$ cat src/rtl/rfifo_fwft_out.sv
// FWFT output stage for the async FIFO read side: turns rempty/rinc plus a 1-cycle
// registered memory read into a valid/ready stream backed by a 2-entry buffer.
module rfifo_fwft_out #(
  parameter int DATA_WIDTH = 8
) (
  input  logic                  rclk,
  input  logic                  rrst,
  input  logic                  rempty,
  input  logic [DATA_WIDTH-1:0] rdata,
  output logic                  rinc,
  output logic                  out_valid,
  input  logic                  out_ready,
  output logic [DATA_WIDTH-1:0] out_data,
  output logic [1:0]            buf_count
);

  logic [1:0]            count_reg;
  logic [1:0]            count_next;
  logic                  inflight_reg;
  logic                  wr_idx_reg;
  logic                  rd_idx_reg;
  logic [DATA_WIDTH-1:0] entry_reg [2];

  logic       push;
  logic       pop;
  logic [2:0] occupancy;

  assign push      = inflight_reg;
  assign pop       = out_valid & out_ready;
  assign occupancy = {1'b0, count_reg} + {2'b00, inflight_reg};

  // Reserve a slot for every word requested but not yet captured, so the buffer cannot
  // overflow. rinc is gated by rrst because the pointer logic is held in reset as well.
  assign rinc = ~rrst & ~rempty & ((occupancy < 3'd2) | pop);

  assign count_next = count_reg + {1'b0, push} - {1'b0, pop};

  always_ff @(posedge rclk or posedge rrst) begin
    if (rrst) begin
      count_reg    <= 2'd0;
      inflight_reg <= 1'b0;
      wr_idx_reg   <= 1'b0;
      rd_idx_reg   <= 1'b0;
    end else begin
      count_reg    <= count_next;
      inflight_reg <= rinc;
      if (push) wr_idx_reg <= ~wr_idx_reg;
      if (pop)  rd_idx_reg <= ~rd_idx_reg;
    end
  end

  genvar gi;
  generate
    for (gi = 0; gi < 2; gi++) begin : g_entry
      always_ff @(posedge rclk or posedge rrst) begin
        if (rrst) begin
          entry_reg[gi] <= '0;
        end else if (push && (wr_idx_reg == 1'(gi))) begin
          entry_reg[gi] <= rdata;
        end
      end
    end
  endgenerate

  assign out_valid = (count_reg != 2'd0);
  assign out_data  = entry_reg[rd_idx_reg];
  assign buf_count = count_reg;

endmodule
$ cat config.mk
export PLATFORM = sky130hd
export DESIGN_NAME = rfifo_fwft_out
export DESIGN_NICKNAME = d
export VERILOG_FILES = /design/src/rtl/rfifo_fwft_out.sv
export SDC_FILE = /design/constraint.sdc
export NUM_CORES = 1
export LEC_CHECK = 0
export ABC_AREA = 1
export ABC_CLOCK_PERIOD_IN_PS = 2200
export BUFFER_PORTS_ARGS = -buffer_cell sky130_fd_sc_hd__buf_2
export CAP_MARGIN = 10
export CORE_ASPECT_RATIO = 1.75
export CORE_UTILIZATION = 40
export DETAILED_ROUTE_END_ITERATION = 16
export GPL_ROUTABILITY_DRIVEN = 0
export PLACE_DENSITY_LB_ADDON = 0.1
export SYNTH_ARGS = -nofsm -noshare
export SYNTH_HDL_FRONTEND = slang
export SYNTH_SLANG_ARGS = --single-unit
$ cat constraint.sdc
create_clock -name rclk -period 2.2 [get_ports rclk]
set_clock_uncertainty 0.2 [all_clocks]
set_input_delay 0.22 -clock rclk [delete_from_list [all_inputs] [get_ports rclk]]
set_output_delay 0.22 -clock rclk [all_outputs]
set_load 0.005 [all_outputs]
Yosys cells after proc, flatten, opt, wreduce, memory -nomap -nowiden
Cells that the tools add are included.
{ "totals": {"reg_bits": 21, "elab_cells": 26} }
{ "classes": {"bitwise_logic": 9, "reduce_logical": 3, "n_addsub": 3, "muxes": 3, "n_lt_le_gt_ge": 2} }
{ "ops": {"columns": ["op", "count"], "rows": [
  ["two-way mux 8 bit", 3],
  ["inverter 1 bit", 4],
  ["adder 2 x 1 -> 3 bit", 1],
  ["bitwise AND 1 bit", 3],
  ["< comparator 3 x 2 -> 1 bit, second input constant", 1],
  ["adder 2 x 1 -> 2 bit", 1],
  [">= comparator 2 bit, second input constant", 1],
  ["logical AND 1 bit", 2],
  ["inverter 1 -> 2 bit", 1],
  ["nonzero test 2 bit", 1],
  ["subtractor 2 x 1 -> 2 bit", 1],
  ["bitwise OR 1 bit", 1]
]} }

Longest topological paths before layout
{ "depth": {"ltp_word": 4, "depth_mapped": 12, "ltp_nobuf": 12} }

Worst setup path before layout
Ideal clock, no wire load.
{ "synth_path": {"kind": "reg-to-reg", "startpoint": "reg count_reg[0] (netlist: buf_count[0])", "endpoint": "reg count_reg[1] (netlist: buf_count[1])", "t_arrival_ns": 1.236, "path_stages_with_launch": 13, "path_buffers": 0, "required_time_ns": 1.883, "path_slack_ns": 0.647, "synth_period_minus_slack_ns": 1.553, "path_cell_list": "dfrtp_1 > nor2_1 > nor2_1 > inv_1 > nand2_1 > nand2_1 > ha_1 > inv_1 > nand2_1 > nand2_1 > inv_1 > nand2_1 > nand2_1"} }
{ "synth_via": {"elab_chain_len": 3} }
{ "synth_rtl": {"columns": ["element", "line", "text"], "rows": [
  ["from (decl)", "17", "logic [1:0] count_reg;"],
  ["from (signal assigned)", "45", "count_reg <= count_next;"],
  ["branches (longest 2 deep; another with adder 2 x 1 -> 2 bit)", null, null],
  ["subtractor 2 x 1 -> 2 bit (*)", "36", "assign count_next = count_reg + {1'b0, push} - {1'b0, pop};"],
  ["via count_next[1]", "18", "logic [1:0] count_next;"]
]} }
Mark *: on every way through the listed nets, which the timed path passes.
A chain may end at the register's enable or synchronous reset.

Worst setup path after layout
{ "layout_path": {"startpoint": "in rrst", "endpoint": "out rinc"} }
{ "layout_via": {"elab_chain_len": 3} }
{ "layout_rtl": {"columns": ["element", "line", "text"], "rows": [
  ["from (decl)", "7", "input logic rrst,"],
  ["inverter 1 bit", "34", "assign rinc = ~rrst & ~rempty & ((occupancy < 3'd2) | pop);"],
  ["bitwise AND 1 bit (2 in series)", "34", null],
  ["to (decl)", "10", "output logic rinc,"]
]} }
Every way passes these cells.

==> out/metrics.csv <==
stage;metric;value;unit
global_route;largest net degree at the start of global routing;22;
drt;drt pass-1 iters;4;
yosys;register area share after synthesis;52.6;%
yosys;#FFs+latches synth;21;
worst_setup_path;r2r setup slk;530;ps
yosys;Mean Syn Cell Area;8.19;sq um
clock_tree;Num CTS Buffers;3;
layout;Area Growth Syn to Fin;17.6;%
min_path;worst hold path type;in -> reg;
drt;via count;795;
timing;total negative slack;0;ps
yosys;Synth area leader;dfrtp_1;
clock_tree;postcts setup bufs;0;
layout;diodes inserted;0;
clock_tree;clk root buf;clkbuf_8;
clock_tree;clk_lat worst skew;250;ps
floorplan;Die W;39.8;um
worst_setup_path;Setup crit end kind;primary output;
yosys;top cells by area, synth;dfrtp_1 (53%), nand2_1 (20%), o21ai_2 (7.0%);
layout;max reg flops;16;
clock_tree;Hold-fix buffers, CTS;1;
worst_setup_path;Max Fanout on Critical Path;2;
worst_setup_path;crit start category;primary input;
placement;# port buffers;23;
floorplan;Die H;68.1;um
placement;pre-CTS setup slack;531;ps
timing;# setup viols final;0;
drt;WL/cell;10.6;um
job;max cap viols;0;
power;Total Power;1.60;mW
drt;vias per cell;4.60;
worst_setup_path;slowest CP cell;dlygate4sd3_1;
floorplan;Core Region;0.00233;sq mm
outcome;outcome;completed;
clock_tree;CTS tree;done;
layout;commonest non-fill, non-tap cell in the layout;nand2_1;
clock_tree;Gates resized, CTS repair;0;
timing;fmax;0.548;GHz
global_route;initial antenna violation count;0;
placement;hpwl dp;1330;um
clock_tree;CTS sink count;21;
global_route;number of global-route vias before repair;702;
global_route;grt total ovfl;0;
worst_setup_path;WP data arrival;1400;ps
worst_setup_path;critical path's largest stage delay;530;ps
power;worst vdd ir;716;uV
global_route;first-pass GRT wire length;2990;um
yosys;Mapped Cells;122;
timing;worst setup margin;377;ps
layout;Final Util;50.5;%
worst_setup_path;Setup Crit Path Kind;in -> out;
worst_setup_path;most frequent CP cell;buf_2;
drt;DRC;0;
drt;ANT nets after route;0;
timing;fin crit share;82.9;%
yosys;Cell Area, Synth;1000;sq um
timing;RSZ-0062 raised after global routing;false;
timing;min cycle time layout;1820;ps
timing;Worst slew margin;48.5;%
clock_tree;CTS clk-pin slew, worst paths;70;ps
floorplan;initial core utilization;42.9;%
floorplan;FP Rows;23;
power;PD cells;1360;mW/mm^2
floorplan;I/O pins;24;
drt;Starting DRT DRC Count;23;
layout;commonest non-fill, non-tap cells in the layout;nand2_1 (53), buf_2 (23), dfrtp_1 (21), inv_1 (15);
worst_setup_path;WP data required;1780;ps
yosys;Mapped Nets;135;
yosys;Unique masters post-synth;18;
layout;layout cell share with drive strength beyond 1;26.4;%
clock_tree;H-tree depth;1;
timing;Worst Tran Pin Value;772;ps
yosys;Synth Warn #;0;
timing;Final Hold Viols;0;
timing;fin. max-slew vios;0;
yosys;Synth top area share;52.6;%
drt;drt total wl;1840;um
floorplan;die area;0.00271;sq mm
global_route;Total Routing Usage GR;16.4;%
power;Pleak;0.680;nW
clock_tree;Max Buffers Root-to-Sink;2;
layout;fin nets;162;
worst_setup_path;CP cell instances;dlygate4sd3_1, buf_2, or2_2, nor2_1, buf_2;
## per-stage QoR
step | hold slack [ps] | instances | instance area (sq um)
after global placement | 199 | 168 | 1120
after floorplan | -3.47 | 122 | 1000
after CTS | 0.384 | 173 | 1180
after global routing | 9.36 | 173 | 1180
final | 1.65 | 173 | 1180
after detailed placement | 231 | 168 | 1120
## cell usage after synthesis
library cell  count
or2_2             1
dfrtp_1          21
inv_1            15
nor2_1            4
inv_2             1
buf_12            1
buf_2             1
buf_6             1
nand3_1           2
or2_1             1
clkinv_1          1
o21ai_2           8
clkbuf_1          1
a21oi_1           1
nand2_2           1
o21ai_0           8
nand2_1          53
ha_1              1
## final timing paths
check | startpoint | cells after the start | endpoint
min | rempty | 3 | inflight_reg
max | rrst | 5 | rinc
min reg2reg | entry_reg[14] | 2 | entry_reg[14]
max in group asynchronous | rrst | 3 | entry_reg[9]
max reg2reg | buf_count[0] | 12 | buf_count[1]
min in group asynchronous | rrst | 3 | inflight_reg
## where the power goes
| group | total, mW | switching, mW | internal [mW] |
|---|---|---|---|
| registers | 0.686 | 0.114 | 0.573 |
| logic | 0.667 | 0.370 | 0.297 |
| clock network | 0.245 | 0.116 | 0.129 |
| total | 1.60 | 0.599 | 0.999 |
## routing by layer
layer	GRT usage, %	part of all wire, %	up-vias
li1	-	-	418
met1	20.3	46	354
met2	26.4	49	18
met3	1.95	2.8	5
met4	9.05	2.3	0
met5	0	0	-
## cells by family (layout without fill, tap and decap cells)
kind of cell	after synthesis	in the layout	share of synthesized area (%)
AOI/OAI and AO/OA	17	17	11.5
buffers and inverters	21	47	10.4
and+or+nand+nor	62	62	24.3
adders and majority gates	1	1	1.25
DFF	21	21	52.6
## cell type report
cell class                 instances  area, sq um
multi-input combinational         80          370
tap                               25         31.3
clock buffer                       4         45.0
sequential                        21          526
timing repair buffer              26          140
inverter                          17         63.8
fill                             241         1150
## worst max-delay path: cells and delay by family
| kind | cells | cell delay (ps) |
|---|---|---|
| simple gates | 2 | 410 |
| buf+inv | 3 | 780 |
No activity file was read; power rests on OpenSTA's default activity.
